**src/rtl/wb_pkg.sv**
```systemverilog
// Shared Wishbone types and constants for the wb_* slice.
package wb_pkg;

    localparam int unsigned WB_DATA_W = 32;

    typedef enum logic [1:0] {
        IDLE,
        REQ,
        RESP
    } wb_slave_state_t;

    typedef enum logic [1:0] {
        RSP_ACK,
        RSP_ERR,
        RSP_RTY
    } wb_resp_t;

    // An access is refused when it is not word aligned or selects no byte lane.
    function automatic logic wb_bad_access(input logic [1:0] adr_lo, input logic [3:0] sel);
        return (adr_lo != 2'b00) || (sel == 4'h0);
    endfunction

endpackage

```
**src/rtl/wb_slave_if.sv**
```systemverilog
// Wishbone bus bundle (wb_bus_t) with master and slave views.
interface wb_bus_t;
    import wb_pkg::*;

    logic                 cyc;
    logic                 stb;
    logic                 we;
    logic [3:0]           sel;
    logic [31:0]          adr;
    logic [WB_DATA_W-1:0] dat_ms;
    logic [WB_DATA_W-1:0] dat_sm;
    logic                 ack;
    logic                 err;
    logic                 rty;
    logic                 tgd_sm;
    logic                 gnt;
    logic                 lock;

    modport master (
        output cyc, stb, we, sel, adr, dat_ms, lock,
        input  dat_sm, ack, err, rty, tgd_sm, gnt
    );

    modport slave (
        input  cyc, stb, we, sel, adr, dat_ms, gnt, lock,
        output dat_sm, ack, err, rty, tgd_sm
    );

endinterface

```
**src/rtl/wb_slave_timeout.sv**
```systemverilog
// Load/count/expire counter bounding how long a local request may stay pending.
module wb_timeout #(
    parameter int unsigned TIMEOUT = 16
) (
    input  logic clk,
    input  logic rst,
    input  logic load,
    input  logic tick,
    output logic expire
);

    localparam int unsigned CW = $clog2(TIMEOUT + 1);

    logic [CW-1:0] count;

    always_ff @(posedge clk) begin
        if (rst || load) begin
            count <= '0;
        end else if (tick && (count != CW'(TIMEOUT))) begin
            count <= count + CW'(1);
        end
    end

    // Fires in the cycle whose increment would bring the count to TIMEOUT.
    always_comb begin
        expire = tick && (count == CW'(TIMEOUT - 1));
    end

endmodule

```
**src/rtl/wb_slave.sv**
```systemverilog
// Wishbone slave endpoint: window decode, alignment check, one local request per access.
// Optional request timeout with RTY response is enabled by defining WB_SLAVE_TIMEOUT_EN.
module wb_slave
    import wb_pkg::*;
#(
    parameter logic [31:0] BASE_ADDR  = 32'h0000_0000,
    parameter int unsigned ADDR_WIDTH = 12,
    parameter int unsigned TIMEOUT    = 16
) (
    input  logic                  clk_i,
    input  logic                  rst_i,
    wb_bus_t.slave                wb_bus,
    output logic [ADDR_WIDTH-1:0] addr_o,
    output logic [WB_DATA_W-1:0]  data_o,
    output logic [3:0]            we_o,
    output logic                  valid_o,
    input  logic [WB_DATA_W-1:0]  data_i,
    input  logic                  valid_i
);

    wb_slave_state_t state, state_d;
    wb_resp_t        resp, resp_d;

    logic [ADDR_WIDTH-1:0] addr_q;
    logic [WB_DATA_W-1:0]  data_q;
    logic [3:0]            we_q;
    logic                  rd_q;
    logic [WB_DATA_W-1:0]  rdata_q;

    logic hit;
    logic take;
    logic bad;
    logic accept;
    logic expire;
    logic unused_bus;

    always_comb begin
        hit    = (wb_bus.adr[31:ADDR_WIDTH] == BASE_ADDR[31:ADDR_WIDTH]);
        take   = (state == IDLE) && wb_bus.cyc && wb_bus.stb && hit;
        bad    = wb_bad_access(wb_bus.adr[1:0], wb_bus.sel);
        accept = take && !bad;
    end

    always_comb begin
        unused_bus = &{1'b0, wb_bus.gnt, wb_bus.lock};
    end

`ifdef WB_SLAVE_TIMEOUT_EN
    logic tmo_tick;

    always_comb begin
        tmo_tick = (state == REQ) && !valid_i;
    end

    wb_timeout #(
        .TIMEOUT(TIMEOUT)
    ) u_timeout (
        .clk    (clk_i),
        .rst    (rst_i),
        .load   (accept),
        .tick   (tmo_tick),
        .expire (expire)
    );
`else
    logic unused_cfg;

    always_comb begin
        expire     = 1'b0;
        unused_cfg = (TIMEOUT == 0);
    end
`endif

    always_ff @(posedge clk_i) begin
        if (rst_i) begin
            state <= IDLE;
            resp  <= RSP_ACK;
        end else begin
            state <= state_d;
            resp  <= resp_d;
        end
    end

    // Priority in REQ: master abort, then local completion, then timeout.
    always_comb begin
        state_d = state;
        resp_d  = resp;
        case (state)
            IDLE: begin
                if (take) begin
                    if (bad) begin
                        resp_d  = RSP_ERR;
                        state_d = RESP;
                    end else begin
                        state_d = REQ;
                    end
                end
            end
            REQ: begin
                if (!wb_bus.cyc) begin
                    state_d = IDLE;
                end else if (valid_i) begin
                    resp_d  = RSP_ACK;
                    state_d = RESP;
                end else if (expire) begin
                    resp_d  = RSP_RTY;
                    state_d = RESP;
                end
            end
            RESP:    state_d = IDLE;
            default: state_d = IDLE;
        endcase
    end

    always_ff @(posedge clk_i) begin
        if (rst_i) begin
            addr_q  <= '0;
            data_q  <= '0;
            we_q    <= '0;
            rd_q    <= 1'b0;
            rdata_q <= '0;
        end else begin
            if (accept) begin
                addr_q <= wb_bus.adr[ADDR_WIDTH-1:0];
                data_q <= wb_bus.dat_ms;
                we_q   <= wb_bus.sel & {4{wb_bus.we}};
                rd_q   <= !wb_bus.we;
            end
            if ((state == REQ) && wb_bus.cyc && valid_i && rd_q) begin
                rdata_q <= data_i;
            end
        end
    end

    always_comb begin
        valid_o       = (state == REQ);
        addr_o        = addr_q;
        data_o        = data_q;
        we_o          = we_q;
        wb_bus.ack    = (state == RESP) && (resp == RSP_ACK);
        wb_bus.err    = (state == RESP) && (resp == RSP_ERR);
`ifdef WB_SLAVE_TIMEOUT_EN
        wb_bus.rty    = (state == RESP) && (resp == RSP_RTY);
`else
        wb_bus.rty    = 1'b0;
`endif
        wb_bus.dat_sm = ((state == RESP) && (resp == RSP_ACK) && rd_q) ? rdata_q : '0;
        wb_bus.tgd_sm = 1'b0;
    end

endmodule

```
**src/flat_wrapper.sv**
```systemverilog
// flat-port wrapper written by rule: the top's interface ports become plain ports
module wb_slave_flat import wb_pkg::*;
#(
    parameter logic [31:0] BASE_ADDR  = 32'h0000_0000,
    parameter int unsigned ADDR_WIDTH = 12,
    parameter int unsigned TIMEOUT    = 16
)
  (clk_i, rst_i, addr_o, data_o, we_o, valid_o, data_i, valid_i, wb_bus_cyc, wb_bus_stb, wb_bus_we, wb_bus_sel, wb_bus_adr, wb_bus_dat_ms, wb_bus_gnt, wb_bus_lock, wb_bus_dat_sm, wb_bus_ack, wb_bus_err, wb_bus_rty, wb_bus_tgd_sm);
  wb_bus_t wb_bus_i ();
  input  logic clk_i;
  input  logic rst_i;
  output logic [ADDR_WIDTH-1:0] addr_o;
  output logic [WB_DATA_W-1:0] data_o;
  output logic [3:0] we_o;
  output logic valid_o;
  input  logic [WB_DATA_W-1:0] data_i;
  input  logic valid_i;
  input wire logic [$bits(wb_bus_i.cyc)-1:0] wb_bus_cyc;
  input wire logic [$bits(wb_bus_i.stb)-1:0] wb_bus_stb;
  input wire logic [$bits(wb_bus_i.we)-1:0] wb_bus_we;
  input wire logic [$bits(wb_bus_i.sel)-1:0] wb_bus_sel;
  input wire logic [$bits(wb_bus_i.adr)-1:0] wb_bus_adr;
  input wire logic [$bits(wb_bus_i.dat_ms)-1:0] wb_bus_dat_ms;
  input wire logic [$bits(wb_bus_i.gnt)-1:0] wb_bus_gnt;
  input wire logic [$bits(wb_bus_i.lock)-1:0] wb_bus_lock;
  output wire logic [$bits(wb_bus_i.dat_sm)-1:0] wb_bus_dat_sm;
  output wire logic [$bits(wb_bus_i.ack)-1:0] wb_bus_ack;
  output wire logic [$bits(wb_bus_i.err)-1:0] wb_bus_err;
  output wire logic [$bits(wb_bus_i.rty)-1:0] wb_bus_rty;
  output wire logic [$bits(wb_bus_i.tgd_sm)-1:0] wb_bus_tgd_sm;
  assign wb_bus_i.cyc = wb_bus_cyc;
  assign wb_bus_i.stb = wb_bus_stb;
  assign wb_bus_i.we = wb_bus_we;
  assign wb_bus_i.sel = wb_bus_sel;
  assign wb_bus_i.adr = wb_bus_adr;
  assign wb_bus_i.dat_ms = wb_bus_dat_ms;
  assign wb_bus_i.gnt = wb_bus_gnt;
  assign wb_bus_i.lock = wb_bus_lock;
  assign wb_bus_dat_sm = wb_bus_i.dat_sm;
  assign wb_bus_ack = wb_bus_i.ack;
  assign wb_bus_err = wb_bus_i.err;
  assign wb_bus_rty = wb_bus_i.rty;
  assign wb_bus_tgd_sm = wb_bus_i.tgd_sm;
  wb_slave #(.BASE_ADDR(BASE_ADDR), .ADDR_WIDTH(ADDR_WIDTH), .TIMEOUT(TIMEOUT)) u_core (.clk_i(clk_i), .rst_i(rst_i), .wb_bus(wb_bus_i), .addr_o(addr_o), .data_o(data_o), .we_o(we_o), .valid_o(valid_o), .data_i(data_i), .valid_i(valid_i));
endmodule
```
**config.mk**
```make
export PLATFORM = sky130hd
export DESIGN_NAME = wb_slave_flat
export DESIGN_NICKNAME = d
export VERILOG_FILES = /design/src/rtl/wb_pkg.sv /design/src/rtl/wb_slave_if.sv /design/src/rtl/wb_slave_timeout.sv /design/src/rtl/wb_slave.sv /design/src/flat_wrapper.sv
export SDC_FILE = /design/constraint.sdc
export NUM_CORES = 1
export LEC_CHECK = 0
export ABC_CLOCK_PERIOD_IN_PS = 4200
export CAP_MARGIN = 20
export CORE_MARGIN = 2
export CORE_UTILIZATION = 43
export CTS_BUF_LIST = sky130_fd_sc_hd__clkbuf_4 sky130_fd_sc_hd__clkbuf_8
export CTS_CLUSTER_DIAMETER = 60
export DETAILED_ROUTE_END_ITERATION = 6
export GPL_ROUTABILITY_DRIVEN = 0
export PLACE_DENSITY = 0.88
export RECOVER_POWER = 50
export REMOVE_ABC_BUFFERS = 1
export SYNTH_ARGS = -nofsm -noshare
export SYNTH_HDL_FRONTEND = slang
export SYNTH_HIERARCHICAL = 1
export SYNTH_SLANG_ARGS = --single-unit
```
**constraint.sdc**
```tcl
create_clock -name clk_i -period 4.2 [get_ports clk_i]
set_input_delay 0.42 -clock clk_i [delete_from_list [all_inputs] [get_ports clk_i]]
set_output_delay 0.42 -clock clk_i [all_outputs]
set_load 0.01 [all_outputs]
```
==> impl_metrics.env <==
export IMPL_power_per_cell_area_mw_per_mm2=264.7
export IMPL_ys_types=33
export IMPL_crit_required_ps=3780
export IMPL_vias_post_dr=3865
export IMPL_grt_overflow_total=0
export IMPL_hold_worst_slack_ps=453.2
export IMPL_clock_sinks=84
export IMPL_post_route_cells_drive_above_1_share=0.05008
export IMPL_detailed_place_hpwl_mm=7.994
export IMPL_ctsRootBufferMaster="sky130_fd_sc_hd__clkbuf_8"
export IMPL_core_region_area_mm2=0.007848
export IMPL_crit_arrival_ps=2610
export IMPL_drv_max_cap_violation_count=0
export IMPL_first_pass_grt_wire_length_mm=17.90
export IMPL_cts_buffers_inserted=9
export IMPL_initial_core_util=0.4485
export IMPL_hold_viol=0
export IMPL_postSynthRegisterBits=84
export IMPL_start_kind="flip-flop"
export IMPL_run_status="complete, no violations"
export IMPL_fin_cells=701
export IMPL_rsz0062_at_grt="no"
export IMPL_num_nets_final=703
export IMPL_postSynth_asyncResetShare=0
export IMPL_die_width_um=94.47
export IMPL_max_clock_freq_mhz=330.4
export IMPL_setup_violations=0
export IMPL_largest_net_degree_at_the_start_of_global_routing=51
export IMPL_ys_seq_area_frac=0.4778
export IMPL_count_of_flip_flops_with_a_built_in_enable_after_synthesis=0
export IMPL_synthToLayoutAreaGrowth_pct=58.66
export IMPL_critical_path_n_buffers_inverters=2
export IMPL_grt_pass1_vias=3762
export IMPL_max_clock_path_buffers=2
export IMPL_vias_per_cell=5.514
export IMPL_detailedRoute_firstPassIterationCount=4
export IMPL_slew_headroom=0.2133
export IMPL_die_height_um=94.47
export IMPL_cts_resized=0
export IMPL_dp_worst_setup_slack_ps=1465
export IMPL_postLayoutSetupSlackWorst_ps=1174
export IMPL_crit_path_max_incr_delay_ps=830
export IMPL_dpl_cell_count=685
export IMPL_avgRoutedWirePerCell_um=16.32
export IMPL_synth_avg_cell_area_um2=8.110
export IMPL_hp_class="flip-flop to flip-flop"
export IMPL_postCtsSetupRepairBufs=0
export IMPL_antenna_found_initial=0
export IMPL_leakage_nw=2.115
export IMPL_finalWirelength_mm=11.44
export IMPL_postSynth_topFlopCell="sky130_fd_sc_hd__dfxtp_1"
export IMPL_cts_htree_levels=3
export IMPL_final_setup_tns_ps=0
export IMPL_slew_viol_final=0
export IMPL_critical_path_top_delay_family="buffers and inverters"
export IMPL_ioPinCount=193
export IMPL_drcViolationCount=0
export IMPL_final_setup_skew_ps=8.535
export IMPL_critPathKind="flip-flop to primary output"
export IMPL_vdd_ir_drop_worst_mv=0.1572
export IMPL_finalCriticalPeriod_ps=3026
export IMPL_max_slew_worst_pin_slew_ps=1180
export IMPL_yosys_warnings=6
export IMPL_die_area_mm2=0.008925
export IMPL_fill_cell_instance_count_of_the_final_layout=619
export IMPL_clock_tree_from_tritoncts="done"
export IMPL_share_of_the_clock_period_used_by_the_worst_path=0.7205
export IMPL_number_of_hold_buffers_added_after_cts=0
export IMPL_worst_path_max_fanout=33
export IMPL_placement_rows=32
export IMPL_drt_iter0_markers=117
export IMPL_clk_pin_slew_ps=80
export IMPL_placement_io_buffers=188
export IMPL_post_layout_total_power_w=0.001478
export IMPL_crit_path_top_delay_cell="sky130_fd_sc_hd__clkbuf_1"
export IMPL_syn_instance_count=434
export IMPL_worst_skew_pair_late_latency_ps=330
export IMPL_endpoint_kind="primary output"
export IMPL_overall_track_demand_over_capacity_in_global_routing=0.2502
export IMPL_synthesis_area_mm2=0.003520
export IMPL_postRouteAntennaNets=0
export IMPL_timing_critical_path_cells="nor3b_2 > clkbuf_1 > and3_1 > clkdlybuf4s50_1"
export IMPL_insertedDiodeCount=0
## cells in the final DEF, fill, tap and decap left out, types with 2 or more instances in the layout
cell,Yosys,routed
sky130_fd_sc_hd__clkdlybuf4s50_1,0,136
sky130_fd_sc_hd__dfxtp_1,84,84
sky130_fd_sc_hd__a21oi_1,79,79
sky130_fd_sc_hd__nand2_1,69,69
sky130_fd_sc_hd__dlygate4sd3_1,0,51
sky130_fd_sc_hd__o21ai_0,46,46
sky130_fd_sc_hd__nand4_1,42,43
sky130_fd_sc_hd__and3_1,33,33
sky130_fd_sc_hd__clkbuf_8,0,9
sky130_fd_sc_hd__buf_4,2,6
sky130_fd_sc_hd__or3_1,4,4
sky130_fd_sc_hd__clkinv_2,0,3
sky130_fd_sc_hd__nor4_1,2,3
sky130_fd_sc_hd__nor3b_1,4,3
sky130_fd_sc_hd__clkbuf_1,34,2
sky130_fd_sc_hd__nor4b_2,2,2
sky130_fd_sc_hd__nor2_1,2,2
sky130_fd_sc_hd__and2_1,2,2
sky130_fd_sc_hd__conb_1,1,2
## per-stage QoR
step	util	instance area (µm²)
2_1_floorplan	-	3316
3_3_place_gp	0.6870	5391
3_5_place_dp	0.6870	5391
4_1_cts	0.7106	5577
5_1_grt	0.7116	5584
6_report	0.7116	5584
## Yosys cell counts, types with 2 or more instances
cell,n,area share
sky130_fd_sc_hd__dfxtp_1,84,0.48
sky130_fd_sc_hd__a21oi_1,79,0.11
sky130_fd_sc_hd__nand2_1,69,0.074
sky130_fd_sc_hd__o21ai_0,46,0.065
sky130_fd_sc_hd__nand4_1,42,0.075
sky130_fd_sc_hd__clkbuf_1,34,0.036
sky130_fd_sc_hd__and3_1,33,0.059
sky130_fd_sc_hd__buf_2,10,0.014
sky130_fd_sc_hd__nor3b_1,4,0.0085
sky130_fd_sc_hd__or3_1,4,0.0071
sky130_fd_sc_hd__and2_1,2,0.0036
sky130_fd_sc_hd__buf_4,2,0.0043
sky130_fd_sc_hd__nor2_1,2,0.0021
sky130_fd_sc_hd__nor4_1,2,0.0036
sky130_fd_sc_hd__nor4_2,2,0.0071
sky130_fd_sc_hd__nor4b_2,2,0.0085
## worst paths after layout
| kind | slack [ps] | startpoint | to | cells after the start |
|---|---|---|---|---|
| hold reg to reg | 450 | u_core/rdata_q[15] | u_core/rdata_q[15] | 2 |
| setup / recovery | 1170 | u_core/state[1] | wb_bus_dat_sm[4] | 4 |
| setup reg to reg | 1570 | u_core/state[0] | u_core/data_o[7] | 5 |
| hold / removal | 450 | u_core/rdata_q[15] | u_core/rdata_q[15] | 2 |
## registers in the layout, summed over array words and instances, names as in the netlist
register / flops
u_core/resp: 1
u_core/we_o: 4
u_core/addr_o: 12
u_core/rdata_q: 32
u_core/state: 2
u_core/data_o: 32
u_core/rd_q: 1
## layer usage
layer	track usage	vias to the layer above	routed length, µm
li1	-	1865	-
met1	0.2959	1806	4550
met2	0.4304	188	5468
met3	0.09577	6	1351
met4	0.05797	0	67
met5	0	-	0
## cell families (layout without fill, tap and decap cells)
logic type / Yosys count / after routing / share of synthesized area
DFF: 84 / 84 / 0.4778
and+or+nand+nor: 172 / 172 / 0.2755
buffers and inverters: 48 / 212 / 0.05901
other: 1 / 2 / 0.001065
AOI/OAI and AO/OA: 129 / 129 / 0.1866
## worst reg2reg max path, delay by kind of cell (launching register included)
kind	cells	cell delay, ps
compound gates	2	510
buf+inv	1	670
flops	1	360
simple gates	2	970
## power by group
group	switching (W)	total, W	internal [W]
Combinational	0.0000421	0.000132	0.0000901
Clock	0.000274	0.000551	0.000277
Sequential	0.0000000000317	0.000795	0.000795
Total	0.000316	0.00148	0.00116
## area by class of cell
| type | instances | area, µm² | share of cell area |
|---|---|---|---|
| clock buffers | 10 | 131.4 | 0.02353 |
| clock inverters | 5 | 53.80 | 0.009635 |
| flip-flops and latches | 84 | 1682 | 0.3011 |
| repair buffers | 197 | 1957 | 0.3504 |
| well taps | 102 | 127.6 | 0.02285 |
| multi-input cells | 303 | 1633 | 0.2924 |
Note: power is estimated with default switching activity, not from simulation.
